===== src/rtl/crossing_sync_bank.sv =====
// rtl/crossing_sync_bank.sv - multi-channel input synchroniser bank with stability filter,
// committed sample register and one-cycle change pulse per channel.
module crossing_sync_bank #(
   parameter int               WIDTH = 1,
   parameter int               NCH   = 4,
   parameter int               DEPTH = 2,
   parameter logic [WIDTH-1:0] INIT  = '0,
   parameter int               FILT  = 0
) (
   input  logic                 CLK,
   input  logic                 RST,
   input  logic [NCH-1:0]       EN,
   input  logic [NCH*WIDTH-1:0] D_IN,
   output logic [NCH*WIDTH-1:0] Q_OUT,
   output logic [NCH-1:0]       CHG,
   output logic [NCH-1:0]       STABLE
);

   localparam int CW = (FILT < 1) ? 1 : $clog2(FILT + 1);

   for (genvar c = 0; c < NCH; c++) begin : g_ch
      logic [WIDTH-1:0] sync [DEPTH];
      logic [WIDTH-1:0] tail;
      logic [WIDTH-1:0] last;
      logic [WIDTH-1:0] q_r;
      logic [CW-1:0]    cnt;
      logic [CW-1:0]    cnt_n;
      logic             chg_r;
      logic             commit;

      assign tail = sync[DEPTH-1];

      // A change of tail value restarts the run; otherwise count up and saturate at FILT.
      always_comb begin
         cnt_n = '0;
         if (tail == last) begin
            cnt_n = (int'(cnt) < FILT) ? cnt + CW'(1) : CW'(FILT);
         end
      end

      assign commit = (tail != q_r) && (int'(cnt_n) >= FILT);

      always_ff @(posedge CLK) begin
         if (RST) begin
            for (int k = 0; k < DEPTH; k++) begin
               sync[k] <= INIT;
            end
            last  <= INIT;
            q_r   <= INIT;
            cnt   <= '0;
            chg_r <= 1'b0;
         end else if (EN[c]) begin
            sync[0] <= D_IN[c*WIDTH +: WIDTH];
            for (int k = 1; k < DEPTH; k++) begin
               sync[k] <= sync[k-1];
            end
            last <= tail;
            if (commit) begin
               q_r   <= tail;
               chg_r <= 1'b1;
               cnt   <= '0;
            end else begin
               chg_r <= 1'b0;
               cnt   <= (tail == q_r) ? '0 : cnt_n;
            end
         end else begin
            // Disabled: state frozen so the filter run only stretches, but the pulse still ends.
            chg_r <= 1'b0;
         end
      end

      assign Q_OUT[c*WIDTH +: WIDTH] = q_r;
      assign CHG[c]                  = chg_r;
      assign STABLE[c]               = (tail == q_r);
   end

endmodule


===== config.mk =====
export PLATFORM = sky130hd
export DESIGN_NAME = crossing_sync_bank
export DESIGN_NICKNAME = d
export VERILOG_FILES = /design/src/rtl/crossing_sync_bank.sv
export SDC_FILE = /design/constraint.sdc
export NUM_CORES = 1
export LEC_CHECK = 0
export BUFFER_PORTS_ARGS = -buffer_cell sky130_fd_sc_hd__buf_4
export CORE_MARGIN = 1.5
export CORE_UTILIZATION = 43
export DETAILED_ROUTE_END_ITERATION = 6
export PLACE_DENSITY = 0.74
export SETUP_SLACK_MARGIN = 0.1
export SLEW_MARGIN = 5
export SYNTH_ARGS = -nofsm -noshare
export SYNTH_HDL_FRONTEND = slang
export SYNTH_SLANG_ARGS = --single-unit
export TNS_END_PERCENT = 50

===== constraint.sdc =====
create_clock -name CLK -period 0.8 [get_ports CLK]
set_input_delay 0.04 -clock CLK [delete_from_list [all_inputs] [get_ports CLK]]
set_output_delay 0.04 -clock CLK [all_outputs]
set_load 0.1 [all_outputs]

==> results of run 1 <==
state kept, by name (all words and copies together), names as in the netlist:
name,cells
g_ch.q_r,4
g_ch.sync,8
g_ch.chg_r,4
kinds of logic (layout without fill, tap and decap cells):
family / count (synthesis) / in the layout
and+or+nand+nor: 20 / 20
DFF: 16 / 16
buffers and inverters: 10 / 32
xor gates and xnor gates: 4 / 4
muxes: 4 / 4
final cells by class:
| type | instances | area, um^2 | share of cell area, % |
|---|---|---|---|
| multi-input combinational | 28 | 310 | 27.0 |
| tap | 16 | 20.0 | 1.74 |
| clock buffer | 3 | 22.5 | 1.96 |
| timing repair buffer | 29 | 375 | 32.7 |
| sequential | 16 | 420 | 36.6 |
through the flow:
step,std cells,hold slack [ns],util (%),TNS (ns),total power [uW]
after global placement,85,0.324,59.6,-1.09,1510
after detailed placement,85,0.328,59.6,-1.19,1520
final,92,0.0310,74.5,-3.38,2070
after global routing,92,0.0414,74.5,-4.27,2160
after floorplan,54,0.192,-,-3.26,1410
after CTS,90,0.0251,73.5,-3.17,2070
repair_timing:
action / 4_1_cts / 5_1_grt
gates resized for setup: 50 / 0
hold endpoints to repair: 0 / 0
buffers inserted: 2 / 2
endpoints found under the setup margin: 24 / 24
pin swaps: 4 / 1
placed cells by master (no fill, tap or decap), drive strengths merged:
cell type  synthesis  routed
dfxtp              8       8
nor3b              4       4
mux2i              4       4
xnor2              4       4
and3b              8       8
edfxtp             8       8
clkbuf             0       3
or2                4       4
nor2               4       4
buf               10      29
worst register-to-register path: stages (launching register included):
cell      delay, ns
edfxtp_1       0.47
xnor2_4        0.18
buf_4          0.14
buf_6          0.10
nor3b_2        0.13
worst paths after layout:
kind                                 endpoint                             start  cells after the start  slack (ns)
max                                 STABLE[0]  g_ch[0].sync[0][1]$_SDFFCE_PN0P_                      2       -0.42
min                  g_ch[3].q_r$_SDFFE_PP0P_                             EN[3]                      3        0.03
max reg2reg          g_ch[3].chg_r$_SDFF_PP0_  g_ch[3].sync[0][1]$_SDFFCE_PN0P_                      4       -0.29
min reg2reg  g_ch[2].sync[0][1]$_SDFFCE_PN0P_  g_ch[2].sync[0][0]$_SDFFCE_PN0P_                      1        0.57
power by group:
group	switching [uW]	total (uW)	internal [uW]
registers	52.4	958	905
logic	389	696	306
clock network	237	412	175
layer usage:
metal,vias up,wire length [um]
met5,-,0
met4,0,29
met3,4,44
met2,13,718
met1,207,428
li1,226,-
==> flow_summary.toml, run 1 <==
[grt]
met1_usage_pct = 16.8
overflow = 0
met2_usage_pct = 27.9
grt_pass1_wl_um = 2040
grtUsageMet3_pct = 2.50
antenna_found_initial = 0
grt_max_degree = 20
grt_pass1_vias = 443
grt_use_total_pct = 15.7
top_usage_layer = "met2"

[die]
io_pins = 22
core_um2 = 1540
die_height_um = 43.9
die_w_um = 43.9
fp.dieArea_um2 = 1920
start_util_pct = 46.6
rows = 14

[logic_synthesis]
ys_async_sr_fraction_pct = 0
yosysSeqAreaShare_pct = 55.7
synthXorXnorAreaFrac_pct = 4.88
syn_area_um2 = 718
synth_edf_count = 8
synth-simple-area-share_pct = 22.3
synth_fa_ha_area_share_pct = 0
yosys_warnings = 0
synthTopCellsByCount = "and3b_1 (8), buf_4 (8), dfxtp_1 (8), edfxtp_1 (8)"
syn_avg_cell_area_um2 = 13.3
synthMuxAreaShare_pct = 5.57
synth_cells = 54
synth-main-ff-cell = "edfxtp_1"
synth_area_leaders = "edfxtp_1 (33%), dfxtp_1 (22%), and3b_1 (9.8%)"
ys_types = 10
synth.ff_latch_count = 16
syn-num-nets = 64
synth_top_family_by_area = "simple AND/OR/NAND/NOR gates"
synth-compound-area-share_pct = 0
netlist.top_cell.by_area = "edfxtp_1"
synthDominantCellAreaShare_pct = 33.4

[sta]
relSlewSlack_pct = 87.1
rsz0062_at_grt = "true"
finalCritPeriodShare_pct = 153
fin_crit_ns = 1.22
hold_viol = 0
slew_viol_final = 0
setup_violations = 18
setup_slack_ns = -0.422
worst-slew-pin-transition_ns = 0.188
fin_skew_ns = 0.000663
fmax_mhz = 818

[setup_path]
crit_type = "reg -> out"
cpPeakStageDelay_ns = 0.48
startpoint_type = "flip-flop"
crit_path_end_kind = "primary output"
arrival_ns = 1.18
cp_top_family = "flip-flops"
cp_max_fo = 2
worst-path-buf-inv = 1
cp_slowest_cell = "edfxtp_1"
cp_cell_sequence = "xnor2_4 > buf_12"
worstPathRequired_ns = 0.76

[run_status]
outcome = "finished with violations"
violations = "setup timing"

[place]
io_buffers = 21
place_ws_ns = -0.182
dp_hpwl_um = 707
gp_congestion = 0.627
placed_cell_area_um2 = 918

[drt]
vias = 450
drc_errors = 0
routedWlPerCell_um = 13.3
totalWireLength_um = 1220
drtPass1Iterations = 3
ant_nets = 0
avgViaCountPerCell = 4.89
drt_iter0_drc = 2

[finish]
drive_gt1_share_pct = 63.2
antenna_cells = 0
layout.nets = 88
syn_to_final_growth_pct = 59.9
stdcell_area_um2 = 1150
nFillCells = 105

[clock_network]
clkTransAtPathRegs_ns = 0.09
cts_buffers = 3
htreeDepth = 1
clock-sinks = 16
cts_tree = "yes"
clockBufferDepth = 2
insertion_delay_ns = 0.28
ctsRootBufferMaster = "clkbuf_4"
cts_hold_buf = 0

[worst_hold_path]
hold_path_class = "in -> reg"

[flow_run]
drv_cap = 0

[power_and_ir_drop]
max-vdd-ir-drop_mv = 1.12
p_per_area_nw_per_um2 = 1800
p_leak_uw = 0.000489
Note: power is estimated with default switching activity, not from simulation.
==> run 2: changes to the inputs <==
- BUFFER_PORTS_ARGS: -buffer_cell sky130_fd_sc_hd__buf_4 -> -buffer_cell sky130_fd_sc_hd__buf_2
- CORE_UTILIZATION: 43 -> 45
- CTS_BUF_LIST: unset -> sky130_fd_sc_hd__clkbuf_8
- CTS_CLUSTER_DIAMETER: unset -> 60
- PLACE_DENSITY: 0.74 -> 0.77
==> run 2 against run 1 <==
The flow still finishes with violations (setup timing). Routed wire length decreased by 7.4%. Non-clock buffer count unchanged. Combinational power decreased by 3.7%. Via count decreased by 0.89%. Utilization increased by 2.5 points. Die area decreased by 4.2%. Critical endpoint unchanged. Largest power group unchanged.
==> flow_summary.toml, run 2 (same netlist as run 1, synthesis figures left out) <==
[grt]
antenna_found_initial = 0
grt_use_total_pct = 13.3
grt_pass1_vias = 451
overflow = 0
grt_pass1_wl_um = 1770
grt_max_degree = 18

[power_and_ir_drop]
swShare_pct = 31.0
p_leak_uw = 0.000499
clkPwrFrac_pct = 26.5
max-vdd-ir-drop_mv = 1.31
p_sw_uw = 686
p_int_uw = 1530
power.total_uw = 2210
seqPwrFrac_pct = 43.2
power_frac_comb_pct = 30.3
p_per_area_nw_per_um2 = 1910

[place]
gp_congestion = 0.682
io_buffers = 21
dp_hpwl_um = 883
placed_cell_area_um2 = 1070
place_ws_ns = -0.122

[drt]
drt_iter0_drc = 1
routedWlPerCell_um = 12.2
totalWireLength_um = 1130
vias = 446
drc_errors = 0
ant_nets = 0
avgViaCountPerCell = 4.80
drtPass1Iterations = 2

[sta]
rsz0062_at_grt = "true"
slew_viol_final = 0
fin_crit_ns = 1.20
finalCritPeriodShare_pct = 150
timing.hold.ws_ns = 0.101
fin_skew_ns = 0.00353
hold_viol = 0
worst-slew-pin-transition_ns = 0.240
fmax_mhz = 834
setup_slack_ns = -0.399
setup_violations = 14
relSlewSlack_pct = 84.0

[run_status]
violations = "setup timing"
outcome = "finished with violations"

[die]
io_pins = 22
start_util_pct = 47.7
fp.dieArea_um2 = 1840
rows = 14
die_height_um = 43.0
core_um2 = 1510
die_w_um = 43.0

[setup_path]
cp_slowest_cell = "edfxtp_1"
cp_max_fo = 2
startpoint_type = "flip-flop"
rr_endpoint = "g_ch[0].chg_r$_SDFF_PP0_"
cp_cell_sequence = "xnor2_4 > buf_12"
r2r-start = "g_ch[0].sync[0][1]$_SDFFCE_PN0P_"
crit_type = "reg -> out"
worstPathRequired_ns = 0.76
cpPeakStageDelay_ns = 0.47
r2r_cells = 3
crit_path_end_kind = "primary output"
rrSetupSlack_ns = -0.20
startpoint = "g_ch[0].sync[0][1]$_SDFFCE_PN0P_"
arrival_ns = 1.16
crit_end = "STABLE[0]"

[clock_network]
ctsRootBufferMaster = "clkbuf_8"
clockBufferDepth = 2
cts_buffers = 3
clkTransAtPathRegs_ns = 0.06
insertion_delay_ns = 0.24
clock-sinks = 16
cts_tree = "yes"
htreeDepth = 1

[finish]
nFillCells = 97
syn_to_final_growth_pct = 61.5
regMostFlops = "g_ch.sync"
reg.largest.list = "g_ch.sync x8, g_ch.chg_r x4, g_ch.q_r x4"
stdcell_area_um2 = 1160
seq_area_um2 = 420
final_cell_mix = "buf_12 (12), buf_2 (9), and3b_1 (8), edfxtp_1 (8), buf_6 (5)"
multi_input_area_um2 = 310
final_core_util_pct = 77.0
drive_gt1_share_pct = 62.3
antenna_cells = 0
final_common_cell = "buf_12"
layout.nets = 88
largest_reg_flops = 8

[flow_run]
drv_cap = 0

[worst_hold_path]
hold_path_class = "in -> reg"
==> run 2: cell type report <==
| cell class | instances | area share (%) |
|---|---|---|
| multi-input cells | 28 | 26.8 |
| clock buffers | 3 | 3.56 |
| flip-flops and latches | 16 | 36.2 |
| clock inverters | 1 | 0.324 |
| well taps | 16 | 1.73 |
| repair buffers | 29 | 31.4 |
==> run 2: critical path, delay by kind of cell, from the launching register on <==
family                 cells  cell delay, ns
XOR/XNOR                   1            0.25
buffers and inverters      1            0.20
flip-flops                 1            0.47
==> run 2: what timing repair did <==
item	4_1_cts	5_1_grt
gates resized for setup	16	1
pin swaps	5	3
hold buffers	0	0
setup buffers	0	1
setup endpoints to repair	24	24
gates cloned	0	0
==> run 2: power by group through the flow <==
stage	Sequential (uW)	Combinational (uW)	Clock [uW]
after detailed placement	977	655	0
after CTS	956	662	616
after global placement	973	644	0
final	955	670	587
after global routing	960	691	641
after floorplan	967	444	0
==> run 2: worst min-delay path by stage <==
stage | end | slack, ns | cells past startpoint | startpoint
floorplan | g_ch[0].q_r$_SDFFE_PP0P_ | 0.19 | 2 | EN[0]
global placement | g_ch[1].q_r$_SDFFE_PP0P_ | 0.34 | 3 | EN[1]
detailed placement | g_ch[0].chg_r$_SDFF_PP0_ | 0.36 | 2 | EN[0]
CTS | g_ch[2].q_r$_SDFFE_PP0P_ | 0.10 | 3 | EN[2]
global route | g_ch[1].chg_r$_SDFF_PP0_ | 0.10 | 2 | EN[1]
finish | g_ch[2].q_r$_SDFFE_PP0P_ | 0.10 | 3 | EN[2]
==> run 2: through the flow <==
| step | cells | TNS (ns) |
|---|---|---|
| finish | 93 | -2.51 |
| global route | 93 | -3.07 |
| CTS | 92 | -2.53 |
| detailed placement | 88 | -0.782 |
| global placement | 88 | -0.565 |
| floorplan | 54 | -3.26 |
==> run 2: layer usage <==
| layer | global-route usage, % | vias to the layer above | share of wire [%] |
|---|---|---|---|
| li1 | - | 222 | - |
| met1 | 14.6 | 213 | 38 |
| met2 | 23.6 | 11 | 58 |
| met3 | 3.83 | 0 | 3.8 |
| met4 | 5.45 | 0 | 0 |
| met5 | 0 | - | 0 |
==> run 3: changes to the inputs <==
- CAP_MARGIN: unset -> 40
- PLACE_DENSITY: 0.77 -> 0.74
- clock period: 0.8 -> 1.5 ns (I/O delays scaled with it)
==> run 3 against run 2 <==
The flow now finishes without violations. Clock skew is 0.0016 ns lower. First-iteration DRC count stayed put. Largest cell class unchanged. Critical endpoint is now STABLE[3]. Non-clock buffer count shrank 8. Critical path type unchanged. Sequential power fell by 47%.
==> flow_summary.toml, run 3 (same netlist as run 1, synthesis figures left out) <==
[finish]
regMostFlops = "g_ch.sync"
final_cell_mix = "buf_2 (18), and3b_1 (8), dfxtp_1 (8), edfxtp_1 (8)"
final_common_cell = "buf_2"
reg.largest.list = "g_ch.sync x8, g_ch.chg_r x4, g_ch.q_r x4"
drive_gt1_share_pct = 47.8
layout.nets = 80
antenna_cells = 0
final_cells = 85
final_core_util_pct = 59.6
syn_to_final_growth_pct = 25.1
largest_reg_flops = 8

[grt]
grt_max_degree = 21
antenna_found_initial = 0
grt_pass1_wl_um = 1620
overflow = 0
grt_pass1_vias = 378
grt_use_total_pct = 12.8

[setup_path]
path_depth = 2
startpoint_type = "flip-flop"
cp_top_family = "flip-flops"
crit_path_end_kind = "primary output"
cp_slowest_cell = "edfxtp_1"
crit_type = "reg -> out"
r2r_cells = 2
cpPeakStageDelay_ns = 0.46
worstPathRequired_ns = 1.42
cp_cell_sequence = "xnor2_4 > buf_2"
rr_endpoint = "g_ch[1].chg_r$_SDFF_PP0_"
worst-path-buf-inv = 1
rrSetupSlack_ns = 0.64
cp_max_fo = 2
arrival_ns = 1.33
r2r-start = "g_ch[1].sync[0][1]$_SDFFCE_PN0P_"

[clock_network]
cts_setup_buffers = 0
ctsRootBufferMaster = "clkbuf_8"
cts_tree = "yes"
clockBufferDepth = 2
cts_buffers = 3
htreeDepth = 1
clock-sinks = 16
insertion_delay_ns = 0.25
clkTransAtPathRegs_ns = 0.06

[sta]
setup_violations = 0
finalCritPeriodShare_pct = 93.7
worst-slew-pin-transition_ns = 0.489
hold_viol = 0
slew_viol_final = 0
rsz0062_at_grt = "true"
fin_crit_ns = 1.41
fin_skew_ns = 0.00192
tns_ns = 0
relSlewSlack_pct = 67.6
fmax_mhz = 711

[drt]
drc_errors = 0
ant_nets = 0
vias = 417
drtPass1Iterations = 3
routedWlPerCell_um = 11.5
avgViaCountPerCell = 4.91
totalWireLength_um = 979
drt_iter0_drc = 1

[worst_hold_path]
hold_path_class = "in -> reg"
min_from = "EN[1]"
worstHoldPathCells = 3
worstHoldEndpoint = "g_ch[1].q_r$_SDFFE_PP0P_"

[die]
fp.dieArea_um2 = 1840
die_height_um = 43.0
io_pins = 22
die_w_um = 43.0
core_um2 = 1510
start_util_pct = 47.7
rows = 14

[place]
gp_congestion = 0.615
dp_hpwl_um = 722
dp.cells = 81
io_buffers = 21

[power_and_ir_drop]
p_leak_uw = 0.000404
max-vdd-ir-drop_mv = 0.588
p_per_area_nw_per_um2 = 1280

[run_status]
outcome = "completed"

[flow_run]
drv_cap = 0
## run 3: how the worst max path moves through the flow
stage / from / endpoint / slack [ns]
floorplan: g_ch[0].sync[0][1]$_SDFFCE_PN0P_ / g_ch[0].chg_r$_SDFF_PP0_ / 0.20
global placement: g_ch[1].sync[0][1]$_SDFFCE_PN0P_ / STABLE[1] / 0.36
detailed placement: g_ch[1].sync[0][1]$_SDFFCE_PN0P_ / STABLE[1] / 0.33
CTS: g_ch[3].sync[0][1]$_SDFFCE_PN0P_ / STABLE[3] / 0.08
global route: g_ch[3].sync[0][1]$_SDFFCE_PN0P_ / STABLE[3] / 0.06
finish: g_ch[3].sync[0][1]$_SDFFCE_PN0P_ / STABLE[3] / 0.09
## run 3: where the power goes
part / switching, uW / internal, uW
Combinational: 192 / 71.0
Sequential: 22.1 / 486
Clock: 146 / 233
## run 3: layout make-up
class / count / area, um^2
flip-flops and latches: 16 / 400
clock buffers: 4 / 55.1
fillers: 137 / 608
multi-input cells: 28 / 310
repair buffers: 21 / 113
well taps: 16 / 20.0
## run 3: tightest hold or removal path: stages
cell	delay, ns
buf_2	0.12
mux2i_1	0.08
nor2_1	0.07
## run 3: through the flow
stage / total power [uW] / worst slack (ns) / cell area, um^2 / hold WS, ns
after global placement: 773 / 0.364 / 836 / 0.380
after global routing: 1190 / 0.0596 / 898 / 0.144
final: 1150 / 0.0943 / 898 / 0.130
after CTS: 1160 / 0.0792 / 896 / 0.126
after detailed placement: 778 / 0.334 / 836 / 0.388
after floorplan: 753 / 0.199 / 793 / 0.227
## run 3: layer usage
layer  track usage (%)  wire, um
met1              14.7       420
met2              18.5       455
met4              12.7        33
met3              3.83        70
met5                 0         0
## run 3: timing repair
action,4_1_cts,5_1_grt
hold buffers,0,0
gates resized for setup,2,1
endpoints found under the setup margin,4,2
hold endpoints to repair,0,0
